==> src/rtl/decoder_pipe.sv <==
// decoder_pipe: registered MIPS-style instruction decode stage with a
// valid/ready handshake and a 2-entry (output + skid) buffer.
// Optional macro DECODER_PIPE_COUNT_EN adds a 32-bit consume counter port.
module decoder_pipe #(
  parameter int DATA_WIDTH = 32,
  parameter int PC_WIDTH   = 32
) (
  input  logic                  clk,
  input  logic                  rst,
  input  logic                  flush,
  input  logic                  in_valid,
  output logic                  in_ready,
  input  logic [DATA_WIDTH-1:0] instruction,
  input  logic [PC_WIDTH-1:0]   pc,
  input  logic                  ext_sign,
  output logic                  out_valid,
  input  logic                  out_ready,
  output logic [5:0]            op,
  output logic [4:0]            rs,
  output logic [4:0]            rt,
  output logic [4:0]            rd,
  output logic [4:0]            sham,
  output logic [5:0]            funct,
  output logic [15:0]           imm16,
  output logic [25:0]           imm26,
  output logic [DATA_WIDTH-1:0] imm_ext,
  output logic [PC_WIDTH-1:0]   pc_out
`ifdef DECODER_PIPE_COUNT_EN
  ,
  output logic [31:0]           decode_count
`endif
);

  typedef enum logic [1:0] {EMPTY, ONE, FULL} state_t;

  state_t state, state_next;

  // Only the low 32 instruction bits carry fields, so only those are stored.
  logic [31:0]         out_instr, skid_instr;
  logic [PC_WIDTH-1:0] out_pc, skid_pc;
  logic                out_sign, skid_sign;

  logic accept, consume;
  logic load_out_in, load_out_skid, load_skid;

  // in_ready depends only on registered state, never on out_ready.
  assign in_ready  = (state != FULL);
  assign out_valid = (state != EMPTY);
  assign accept    = in_valid & in_ready & ~flush;
  assign consume   = out_valid & out_ready;

  // State register.
  always_ff @(posedge clk) begin
    if (rst) state <= EMPTY;
    else     state <= state_next;
  end

  // Next-state and buffer load selects; flush overrides accept and consume.
  always_comb begin
    state_next    = state;
    load_out_in   = 1'b0;
    load_out_skid = 1'b0;
    load_skid     = 1'b0;
    if (flush) begin
      state_next = EMPTY;
    end else begin
      case (state)
        EMPTY: begin
          if (accept) begin
            state_next  = ONE;
            load_out_in = 1'b1;
          end
        end
        ONE: begin
          if (accept && consume) begin
            load_out_in = 1'b1;
          end else if (accept) begin
            state_next = FULL;
            load_skid  = 1'b1;
          end else if (consume) begin
            state_next = EMPTY;
          end
        end
        FULL: begin
          if (consume) begin
            state_next    = ONE;
            load_out_skid = 1'b1;
          end
        end
        default: state_next = EMPTY;
      endcase
    end
  end

  // Entry storage; cleared on reset so outputs read 0 until the first load.
  always_ff @(posedge clk) begin
    if (rst) begin
      out_instr  <= '0;
      out_pc     <= '0;
      out_sign   <= 1'b0;
      skid_instr <= '0;
      skid_pc    <= '0;
      skid_sign  <= 1'b0;
    end else begin
      if (load_out_in) begin
        out_instr <= instruction[31:0];
        out_pc    <= pc;
        out_sign  <= ext_sign;
      end else if (load_out_skid) begin
        out_instr <= skid_instr;
        out_pc    <= skid_pc;
        out_sign  <= skid_sign;
      end
      if (load_skid) begin
        skid_instr <= instruction[31:0];
        skid_pc    <= pc;
        skid_sign  <= ext_sign;
      end
    end
  end

  // Field decode is a pure function of the output register.
  assign op      = out_instr[31:26];
  assign rs      = out_instr[25:21];
  assign rt      = out_instr[20:16];
  assign rd      = out_instr[15:11];
  assign sham    = out_instr[10:6];
  assign funct   = out_instr[5:0];
  assign imm16   = out_instr[15:0];
  assign imm26   = out_instr[25:0];
  assign imm_ext = {{(DATA_WIDTH-16){out_sign & out_instr[15]}}, out_instr[15:0]};
  assign pc_out  = out_pc;

`ifdef DECODER_PIPE_COUNT_EN
  // Counts every completed transfer, including one made during a flush cycle.
  always_ff @(posedge clk) begin
    if (rst)          decode_count <= '0;
    else if (consume) decode_count <= decode_count + 32'd1;
  end
`endif

endmodule

==> config.mk <==
export PLATFORM = sky130hd
export DESIGN_NAME = decoder_pipe
export DESIGN_NICKNAME = d
export VERILOG_FILES = /design/src/rtl/decoder_pipe.sv
export SDC_FILE = /design/constraint.sdc
export NUM_CORES = 1
export LEC_CHECK = 0
export ABC_AREA = 1
export CAP_MARGIN = 10
export CORE_MARGIN = 2
export CORE_UTILIZATION = 51
export CTS_CLUSTER_SIZE = 25
export DETAILED_ROUTE_END_ITERATION = 10
export GPL_ROUTABILITY_DRIVEN = 0
export MAX_ROUTING_LAYER = met4
export PLACE_DENSITY_LB_ADDON = 0.2
export SETUP_SLACK_MARGIN = 0.5
export SLEW_MARGIN = 20
export SYNTH_ARGS = -nofsm -noshare
export SYNTH_HDL_FRONTEND = slang
export SYNTH_SLANG_ARGS = --single-unit
==> constraint.sdc <==
create_clock -name clk -period 2.3 [get_ports clk]
set_clock_uncertainty 0.2 [all_clocks]
set_input_delay 0.46 -clock clk [delete_from_list [all_inputs] [get_ports clk]]
set_output_delay 0.46 -clock clk [all_outputs]
set_load 0.005 [all_outputs]
Yosys cells after proc, flatten, opt, wreduce, memory -nomap -nowiden. Cells that the tools add are included.

Equality and inequality tests: 7. Multiplexer cells: 22. Bitwise logic cells: 5. Reductions and logical operators: 6.

Operator list (count): 32-bit two-way mux (4); 1-bit two-way mux (11); 2-bit two-way mux (5); 2-bit != test, second input constant (4); 2-bit one-hot mux with 3 select lines (1); 1-bit AND (4); 4-bit AND reduction (1); 2-bit nonzero test (2); 3-bit != test, second input constant (1); 2-bit by 1-bit equality test with 1-bit output, second input constant (1); 2-bit equality test, second input constant (1); 2-bit logical NOT (1); 1-bit one-hot mux with 2 select lines (1); 2-bit OR reduction (1); 1-bit logical AND (1); 1-bit inverter (1).

Register bits: 132. Bits of input ports: 70. Output and inout port bits: 140. Logic and storage cells: 47.

Depth between registers and ports, before layout. Gate-level depths: netlist of the first run.

Depth in word-level cells: 8. Depth in mapped cells: 9. Mapped depth without buffers: 7.

Worst setup path after synthesis of the first run. No wires, ideal clock.

Kind: register to output. Start: register out_instr[15]. End: output port imm_ext[17]. Arrival: 899 ps. Required time: 1640 ps. Path slack: 741 ps. Stages on the path, launching flop included: 4. Buffers on the path: 1. Cell sequence: dfxtp_1 -> nand2_1 -> inv_1 -> buf_4.

Longest elaborated chain between the ends: 1.

RTL lines: start, declared (RTL line 39) `logic [31:0] out_instr, skid_instr;`; start signal, assigned (RTL line 106) `out_instr <= instruction[31:0];`; start signal, assigned (RTL line 110) `out_instr <= skid_instr;`; 1-bit AND (RTL line 131) `assign imm_ext = {{(DATA_WIDTH-16){out_sign & out_instr[15]}}, out_instr[15:0]};`; end, declared (RTL line 26) `output logic [DATA_WIDTH-1:0] imm_ext,`.

Every way passes these cells.

Worst setup path after layout of the first run.
Start: register out_sign. End: output port imm_ext[26].

Longest elaborated chain between the ends: 1.

RTL lines: start, declared (RTL line 41) `logic out_sign, skid_sign;`; start signal, assigned (RTL line 108) `out_sign <= ext_sign;`; start signal, assigned (RTL line 112) `out_sign <= skid_sign;`; 1-bit AND (RTL line 131).

Every way passes these cells.

==> metrics.yaml, run 1 <==
critical_path:
  path_class: "register to output port"
  crit_path_end_kind: "output port"
  crit_fanout: 5
  reg2reg_depth: 8
  crit_chain: "nand2_4, clkinvlp_4, buf_6, buf_6, buf_6"
  worstPathArrival_ps: 1340
  cpMostUsedCell: "buf_6"
  cpPeakStageDelay_ps: 350
  critPathSlowestCell: "dfxtp_4"
  crit_required_ps: 1640
  critPathLaunchType: "register"
  rr_startpoint: "state[1]"
  reg2reg_slack_ps: 530
  timing.rr.end: "out_instr[8]"
min_path:
  hp-start: "skid_pc[15]"
  whs_endpoint: "skid_pc[15]"
  hold_path.class: "register to register"
  worstHoldPathCells: 2
route:
  via_per_inst: 5.42
  drt-total-wl_mm: 21.6
  detail_route.wl_per_cell_microns: 16.6
  drc_errors: 0
  dr.pass1.iters: 5
  drtIter0Drc: 696
  drtAntennaViolNets: 0
  num_vias: 7043
power_and_ir_drop:
  powerDensity_mw_per_mm2: 602
  ir_worst_vdd_uv: 458
  leakage_nw: 4.49
  total_power_mw: 5.81
sta:
  holdWs_ps: 243
  setup_viol: 0
  max_freq_mhz: 501
  period_needed_ps: 2000
  period_share: 0.868
  worstMarginPinSlew_ps: 424
  hold_violations: 0
  drv_slew: 0
  relSlewSlack: 0.717
  rsz0062_at_grt: "true"
  final.setup.tns_ps: 0
  setup_slack_ps: 303
cts:
  clkTransAtPathRegs_ps: 50
  cts_tree: "done"
  cts.sinks: 132
  cts_root_buf: "clkbuf_16"
  numCtsBuffers: 17
  hold_buffers: 0
  insertion_delay_ps: 420
  htreeDepth: 4
  clockBufferDepth: 2
grt:
  grt_first_pass_wirelength_mm: 29.7
  grt_antenna_before_repair: 0
  grt_usage: 0.266
  grt.overflow.total: 0
  grt_max_degree: 75
  grt_pass1_vias: 5966
yosys:
  syn-num-nets: 1036
  synth_seq_area_share: 0.388
  synth_cell_types: 22
  ys_seq_elements: 132
  syn_avg_cell_area_sq_um: 7.05
  ys_top_cells_by_area: "dfxtp_1 (39%), a21oi_1 (9.6%), nand3_1 (9.6%)"
  synth_cells: 966
  synth_area_sq_mm: 0.00681
  yosysTopAreaCell: "dfxtp_1"
  synth_top_area_share: 0.388
  yosys_warnings: 0
final_layout:
  fillers: 1070
  syn_to_final_growth_pct: 41.6
  diodes: 0
  fin_area_sq_mm: 0.00964
  layout-drive-gt1-share: 0.158
  fin_util: 0.734
  layout.area.seq_sq_mm: 0.00271
  multi_input_area_sq_mm: 0.00270
  fin_cells: 1300
  nets: 1181
  layout_common_cells: "inv_1 (133), nand2_1 (133), a21oi_1 (131)"
floorplan:
  core-area_sq_mm: 0.0131
  die_h_microns: 120
  start_util: 0.518
  die_area_sq_mm: 0.0143
  pin_count: 210
  rows: 42
  die_width_microns: 120
placement:
  port-buffer-count: 209
  dp_hpwl_mm: 11.0
  dp_slack_ps: -49.2
  place_inst: 1222
  placed_area_sq_mm: 0.00848
status:
  status: "completed"
run:
  drv_cap: 0
area by class of cell:
cell class | instances | area share
Clock buffer | 28 | 0.0536
Clock inverter | 4 | 0.00208
Inverter | 138 | 0.0541
Multi-Input combinational cell | 539 | 0.280
Sequential cell | 132 | 0.281
Tap cell | 176 | 0.0228
Timing Repair Buffer | 282 | 0.305
Timing Repair inverter | 1 | 0.000779
registers in the layout, summed over array words and instances (netlist names):
name / cells
skid_pc: 32
skid_sign: 1
state: 2
skid_instr: 32
out_instr: 32
out_sign: 1
pc_out: 32
report_power, final:
group | total [mW] | switching, mW | internal [mW] | leakage [nW]
registers | 2.45 | 0.0669 | 2.39 | 1.09
logic | 0.870 | 0.409 | 0.461 | 3.13
clock network | 2.48 | 0.971 | 1.51 | 0.268
total | 5.81 | 1.45 | 4.36 | 4.49
worst max-delay path by stage:
stage	startpoint	end	slack, ps
6_report	out_sign	imm_ext[26]	300
5_1_grt	out_sign	imm_ext[26]	260
4_1_cts	out_instr[15]	imm_ext[17]	280
3_5_place_dp	flush	pc_out[2]	-50
3_3_place_gp	flush	pc_out[14]	20
2_1_floorplan	out_instr[15]	imm_ext[17]	740
cell families after synthesis:
group / share of synthesized area
buffers and inverters: 0.224
AO/OA/AOI/OAI: 0.147
flip-flops: 0.388
AND/OR/NAND/NOR: 0.241
repair_timing:
item | 4_1_cts | 5_1_grt
gates resized for setup | 249 | 65
pin swaps | 4 | 6
setup endpoints to repair | 205 | 148
cloned | 1 | 12
setup buffers | 24 | 9
worst max-delay path: cells and delay by family, from the launching register on:
family        cells  cell delay (ps)
buf+inv           4              480
flops             1              350
simple gates      1               80
synthesized netlist by cell type:
cell and n:
buf_1 3, a21boi_0 1, a21oi_1 131, nor2_2 3, dfxtp_1 132, nand3_2 1, buf_6 8, o21ai_0 65
nand2_2 1, nand3_1 130, nor2_1 2, o211ai_1 1, buf_4 82, clkbuf_1 25, nand4_1 65, nand3_4 1
o21a_1 1, nor2_4 1, clkinv_1 1, buf_2 39, nand2_1 136, inv_1 137
routing by layer:
metal,wire length (microns),up-vias,track usage
li1,-,3402,-
met1,8940,3238,0.336
met2,10300,354,0.415
met3,1770,49,0.0561
met4,562,0,0.111
met5,0,-,-
Power figures use the tool's default switching activity.
==> run 2, diff against run 1 <==
--- a/config.mk
+++ b/config.mk
@@ -7,7 +7,6 @@
 export LEC_CHECK = 0
 export ABC_AREA = 1
 export CAP_MARGIN = 10
-export CORE_MARGIN = 2
 export CORE_UTILIZATION = 51
 export CTS_CLUSTER_SIZE = 25
 export DETAILED_ROUTE_END_ITERATION = 10
==> run 2 against run 1 <==
Sequential cell count unchanged. Global-route usage rose by 1.9 points. Largest power group unchanged. Via count shrank 0.50%. Power increased by 1.7%. Highest routed layer unchanged. Die area fell by 3.3%. Count of clock-buffer cells in the layout is 1 lower.
==> metrics.yaml, run 2 (synthesized netlist as in run 1, its figures left out) <==
min_path:
  hold_path.class: "register to register"  # unchanged
cts:
  htreeDepth: 4  # unchanged
  cts_tree: "done"  # unchanged
  clkTransAtPathRegs_ps: 50  # about the same
  cts_root_buf: "clkbuf_16"  # unchanged
  cts.sinks: 132  # unchanged
  insertion_delay_ps: 420  # about the same
  numCtsBuffers: 17  # unchanged
  clockBufferDepth: 2  # unchanged
final_layout:
  layout-drive-gt1-share: 0.145  # was 0.158
  layout_common_cells: "nand2_1 (133), inv_1 (131), nand3_1 (130), a21oi_1 (130), dlygate4sd2_1 (103)"  # was inv_1 (133), nand2_1 (133), a21oi_1 (131)
  syn_to_final_growth_pct: 40.6  # was 41.6%
  nets: 1170  # was 1181
  fillers: 1042  # was 1070
  final_common_cell: "nand2_1"
critical_path:
  crit_chain: "nand2_4, clkinvlp_4, buf_6, buf_6"  # was nand2_4, clkinvlp_4, buf_6, buf_6, buf_6
  crit_required_ps: 1640  # about the same
  critPathBufInv: 3  # was 4
  critPathSlowestCell: "dfxtp_4"  # unchanged
  critPathLaunchType: "register"  # unchanged
  path_class: "register to output port"  # unchanged
  critPathTopFamily: "buffers and inverters"  # unchanged
  cpMostUsedCell: "buf_6"  # unchanged
  crit_fanout: 6  # was 5
  cpPeakStageDelay_ps: 360  # was 350 ps
  worstPathArrival_ps: 1240  # was 1340 ps
  crit_path_end_kind: "output port"  # unchanged
sta:
  setup_viol: 0  # unchanged
  final.setup.tns_ps: 0  # unchanged
  rsz0062_at_grt: "true"  # unchanged
  worstMarginPinSlew_ps: 398  # was 424 ps
  max_freq_mhz: 526  # was 501 MHz
  relSlewSlack: 0.735  # was 0.717
  period_share: 0.827  # was 0.868
  hold_violations: 0  # unchanged
  period_needed_ps: 1900  # was 2000 ps
  drv_slew: 0  # unchanged
  setup_slack_ps: 399  # was 303 ps
grt:
  grt.met2_usage: 0.446  # was 0.415
  grt.busiest_layer: "met2"  # unchanged
  grt_util_met3: 0.0693  # was 0.0561
  grt_max_degree: 70  # was 75
  grt.overflow.total: 0  # unchanged
  grt_usage: 0.285  # was 0.266
  grt_first_pass_wirelength_mm: 30.9  # was 29.7 mm
  gr-usage-met1: 0.358  # was 0.336
  grt_antenna_before_repair: 1  # was 0
  grt_pass1_vias: 6106  # was 5966
power_and_ir_drop:
  ir_worst_vdd_uv: 475  # was 458 uV
  leakage_nw: 4.45  # was 4.49 nW
  powerDensity_mw_per_mm2: 617  # was 602 mW/mm^2
floorplan:
  rows: 41  # was 42
  core-area_sq_mm: 0.0128  # was 0.0131 sq mm
  pin_count: 210  # unchanged
  die_width_microns: 118  # was 120 microns
  die_h_microns: 118  # was 120 microns
  die_area_sq_mm: 0.0138  # was 0.0143 sq mm
  start_util: 0.531  # was 0.518
placement:
  dp_slack_ps: 36.7  # was -49.2 ps
  port-buffer-count: 209  # unchanged
  dp_hpwl_mm: 10.5  # was 11.0 mm
route:
  drt-total-wl_mm: 20.9  # was 21.6 mm
  num_vias: 7008  # was 7043
  detail_route.wl_per_cell_microns: 16.3  # was 16.6 microns
  drtIter0Drc: 613  # was 696
  dr.pass1.iters: 5  # unchanged
  drtAntennaViolNets: 0  # unchanged
  via_per_inst: 5.45  # was 5.42
  drc_errors: 0  # unchanged
status:
  status: "completed"  # unchanged
run:
  drv_cap: 0  # unchanged
==> run 2: cell count changes in the layout (fill, tap and decap cells not counted), sizes merged <==
cell and change:
clkbuf -10, bufbuf +3, bufinv +1, nand2 +1, dlygate4sd2 +5, clkdlybuf4s15 -2
buf -8, diode +1, clkinv -1, clkdlybuf4s50 -1
==> run 2: layout make-up <==
cell class,count,area (sq um),area share
Clock inverter,4,45.0,0.00471
Tap cell,172,215,0.0225
Inverter,138,522,0.0545
Timing Repair inverter,1,7.51,0.000784
Antenna cell,1,2.50,0.000261
Timing Repair Buffer,270,2850,0.298
Multi-Input combinational cell,540,2710,0.283
Clock buffer,27,513,0.0536
Sequential cell,132,2700,0.282
==> run 2: what timing repair did <==
action                                 4_1_cts  5_1_grt
setup endpoints to repair                  164      101
hold buffers                                 0        0
pin swaps                                    4        4
buffers inserted                            17        5
cloned                                       5       10
gates resized for setup                    255       34
endpoints found under the hold margin        0        0
==> run 2: path summary, 6_finish.rpt <==
kind / startpoint / end / slack, ps / cells after the start
worst max register to register: state[1] / pc_out[27] / 550 / 9
worst max-delay path: out_sign / imm_ext[27] / 400 / 4
worst min-delay path: skid_pc[3] / skid_pc[3] / 240 / 2
worst min register to register: skid_pc[3] / skid_pc[3] / 240 / 2
==> run 2: where the power goes <==
part           internal (mW)  switching, mW  total (mW)  leakage (nW)
Clock                   1.62          0.949        2.57         0.277
Sequential              2.38         0.0655        2.45          1.09
Combinational          0.476          0.412       0.888          3.08
==> run 2: layer usage <==
metal | wire length (microns) | share of wire
met5 | 0 | 0
met4 | 355 | 0.017
met3 | 1720 | 0.082
met2 | 10200 | 0.48
met1 | 8700 | 0.42
==> run 2: tightest hold or removal path, stage by stage, from the launching register on <==
cell     delay [ps]
dfxtp_1         310
inv_1            50
a21oi_1          50
==> run 2: per-stage QoR <==
stage                     utilization  cells  power (mW)  area [sq um]  hold WS, ps
final                           0.746   1285        5.91          9570          242
after global placement          0.663   1216        3.36          8500          231
after floorplan                     -    966        2.94          6810          224
after detailed placement        0.663   1216        3.37          8500          235
after CTS                       0.720   1269        5.85          9240          243
after global routing            0.746   1285        6.11          9570          258
==> run 3, diff against run 2 <==
--- a/config.mk
+++ b/config.mk
@@ -7,7 +7,7 @@
 export LEC_CHECK = 0
 export ABC_AREA = 1
 export CAP_MARGIN = 10
-export CORE_UTILIZATION = 51
+export CORE_UTILIZATION = 43
 export CTS_CLUSTER_SIZE = 25
 export DETAILED_ROUTE_END_ITERATION = 10
 export GPL_ROUTABILITY_DRIVEN = 0
==> constraint.sdc (replaced) <==
create_clock -name clk -period 1.65 [get_ports clk]
set_clock_uncertainty 0.2 [all_clocks]
set_input_delay 0.33 -clock clk [delete_from_list [all_inputs] [get_ports clk]]
set_output_delay 0.33 -clock clk [all_outputs]
set_load 0.005 [all_outputs]
==> run 3 against run 2 <==
Combinational power rose by 52%. Via count is 0.68% lower. Sequential power grew 40%. Count of clock-buffer cells in the layout down 5. The flow now finishes with violations (setup timing). First-iteration DRC count decreased by 17%. Sequential cell count stayed put. Critical path depth is 3 higher. Global-route usage shrank 3.4 points. Final cell count rose by 5.4%.
==> metrics.yaml, run 3 (synthesized netlist as in run 1, its figures left out) <==
final_layout:
  final_common_cell: "nand2_1"  # unchanged
  layout-drive-gt1-share: 0.332  # was 0.145
  fin_util: 0.647  # was 0.746
  fin_cells: 1354  # was 1285
  syn_to_final_growth_pct: 45.6  # was 40.6%
  nets: 1199  # was 1170
  layout_common_cells: "nand2_1 (132), inv_1 (131), nand3_1 (129)"  # was nand2_1 (133), inv_1 (131), nand3_1 (130), a21oi_1 (130), dlygate4sd2_1 (103)
placement:
  port-buffer-count: 209  # unchanged
  dp_hpwl_mm: 11.4  # was 10.5 mm
  dp_slack_ps: -447  # was 36.7 ps
  place_inst: 1270  # was 1216
grt:
  grt_pass1_vias: 6116  # was 6106
  grt_antenna_before_repair: 1  # unchanged
  grt_usage: 0.251  # was 0.285
  grt_first_pass_wirelength_mm: 31.7  # was 30.9 mm
  grt.overflow.total: 0  # unchanged
  grt_max_degree: 61  # was 70
route:
  drtIter0Drc: 510  # was 613
  drtAntennaViolNets: 0  # unchanged
  detail_route.wl_per_cell_microns: 15.1  # was 16.3 microns
  num_vias: 6960  # was 7008
  via_per_inst: 5.14  # was 5.45
  dr.pass1.iters: 5  # unchanged
  drt-total-wl_mm: 20.5  # was 20.9 mm
  drc_errors: 0  # unchanged
cts:
  numCtsBuffers: 17  # unchanged
  htreeDepth: 4  # unchanged
  clkTransAtPathRegs_ps: 60  # was 50 ps
  insertion_delay_ps: 410  # was 420 ps
  clockBufferDepth: 2  # unchanged
  hold_buffers: 0  # unchanged
  cts_root_buf: "clkbuf_16"  # unchanged
  cts.sinks: 132  # unchanged
  cts_tree: "done"  # unchanged
power_and_ir_drop:
  p_clk_frac: 0.448  # was 0.435
  ir_worst_vdd_uv: 642  # was 475 uV
  p_seq_frac: 0.396  # was 0.415
  powerDensity_mw_per_mm2: 875  # was 617 mW/mm^2
  p_int_mw: 6.57  # was 4.48 mW
  netSwitchingFraction: 0.243  # was 0.242
  power.share.combinational: 0.156  # was 0.150
  leakage_nw: 4.49  # was 4.45 nW
  switchingPower_mw: 2.10  # was 1.43 mW
floorplan:
  start_util: 0.445  # was 0.531
  core-area_sq_mm: 0.0153  # was 0.0128 sq mm
  pin_count: 210  # unchanged
  rows: 45  # was 41
  die_area_sq_mm: 0.0163  # was 0.0138 sq mm
  die_width_microns: 128  # was 118 microns
  die_h_microns: 128  # was 118 microns
sta:
  relSlewSlack: 0.730  # was 0.735
  rsz0062_at_grt: "true"  # unchanged
  setup_viol: 1  # was 0
  worstMarginPinSlew_ps: 405  # was 398 ps
  period_share: 1.00
  setup_slack_ps: -5.89  # was 399 ps
  max_freq_mhz: 604
  period_needed_ps: 1660
  hold_violations: 0  # unchanged
  drv_slew: 0  # unchanged
status:
  violations: "setup timing"
  status: "finished with violations"  # was completed
critical_path:
  critPathLaunchType: "register"  # unchanged
  crit_fanout: 48  # was 6
  crit_path_end_kind: "register"  # was output port
  crit_required_ps: 1740  # was 1640 ps
  path_class: "register to register"  # was register to output port
  worstPathArrival_ps: 1750  # was 1240 ps
min_path:
  hold_path.class: "input pin to register"  # was register to register
run:
  drv_cap: 0  # unchanged
[run 3: cell types whose count changed in the layout (fill, tap and decap cells not counted), moves of 37 or more]
cell and delta:
dlygate4sd2_1 -101, o21ai_1 +43, o21ai_0 -64, buf_2 +76, dfxtp_2 +37, buf_6 +65
[run 3: per-stage QoR]
stage | area [sq um] | hold slack (ps) | setup TNS [ps] | power, mW
2_1_floorplan | 6990 | 223 | 0 | 4.13
3_3_place_gp | 8770 | 230 | -46250 | 4.75
3_5_place_dp | 8770 | 234 | -48890 | 4.76
4_1_cts | 9650 | 199 | 0 | 8.68
5_1_grt | 9920 | 217 | -3000 | 8.99
6_report | 9920 | 215 | -5.89 | 8.67
[run 3: routing by layer]
metal	vias up	GRT usage	part of all wire
li1	3450	-	-
met1	3208	0.327	0.44
met2	278	0.393	0.48
met3	24	0.0467	0.069
met4	0	0.0803	0.015
met5	-	-	0
[run 3: worst paths after layout]
path | cells past startpoint | startpoint | slack (ps) | to
setup / recovery | 7 | state[1] | -6 | skid_instr[13]
hold / removal | 3 | rst | 220 | out_instr[11]
hold reg to reg | 2 | skid_instr[31] | 240 | skid_instr[31]
setup reg to reg | 7 | state[1] | -6 | skid_instr[13]
[run 3: power by group through the flow]
stage	clock network (mW)	registers, mW	logic [mW]
global placement	0	3.48	1.27
finish	3.89	3.43	1.35
global route	4.07	3.45	1.47
floorplan	0	3.48	0.650
CTS	3.93	3.43	1.32
detailed placement	0	3.48	1.28
[run 3: critical path, cell delays in order, from the launching register on]
cell and delay [ps]:
dfxtp_4 360, buf_6 120, nor2_4 110, buf_6 110, nand3_4 150, buf_12 230
o21ai_2 160, a21oi_1 60
[run 3: repair_timing]
item,in CTS,in global routing
gates cloned,5,4
buffers inserted,41,1
resized for setup,710,84
endpoints found under the setup margin,272,272
hold endpoints to repair,0,0
pin swaps,3,17
[run 3: area by class of cell]
| cell class | instances | area (sq um) |
|---|---|---|
| Inverter | 138 | 533 |
| Timing Repair inverter | 1 | 16.3 |
| Timing Repair Buffer | 300 | 2910 |
| Antenna cell | 1 | 2.50 |
| Tap cell | 211 | 264 |
| Clock buffer | 22 | 475 |
| Sequential cell | 132 | 2740 |
| Fill cell | 1373 | 5400 |
| Multi-Input combinational cell | 539 | 2850 |
| Clock inverter | 10 | 128 |
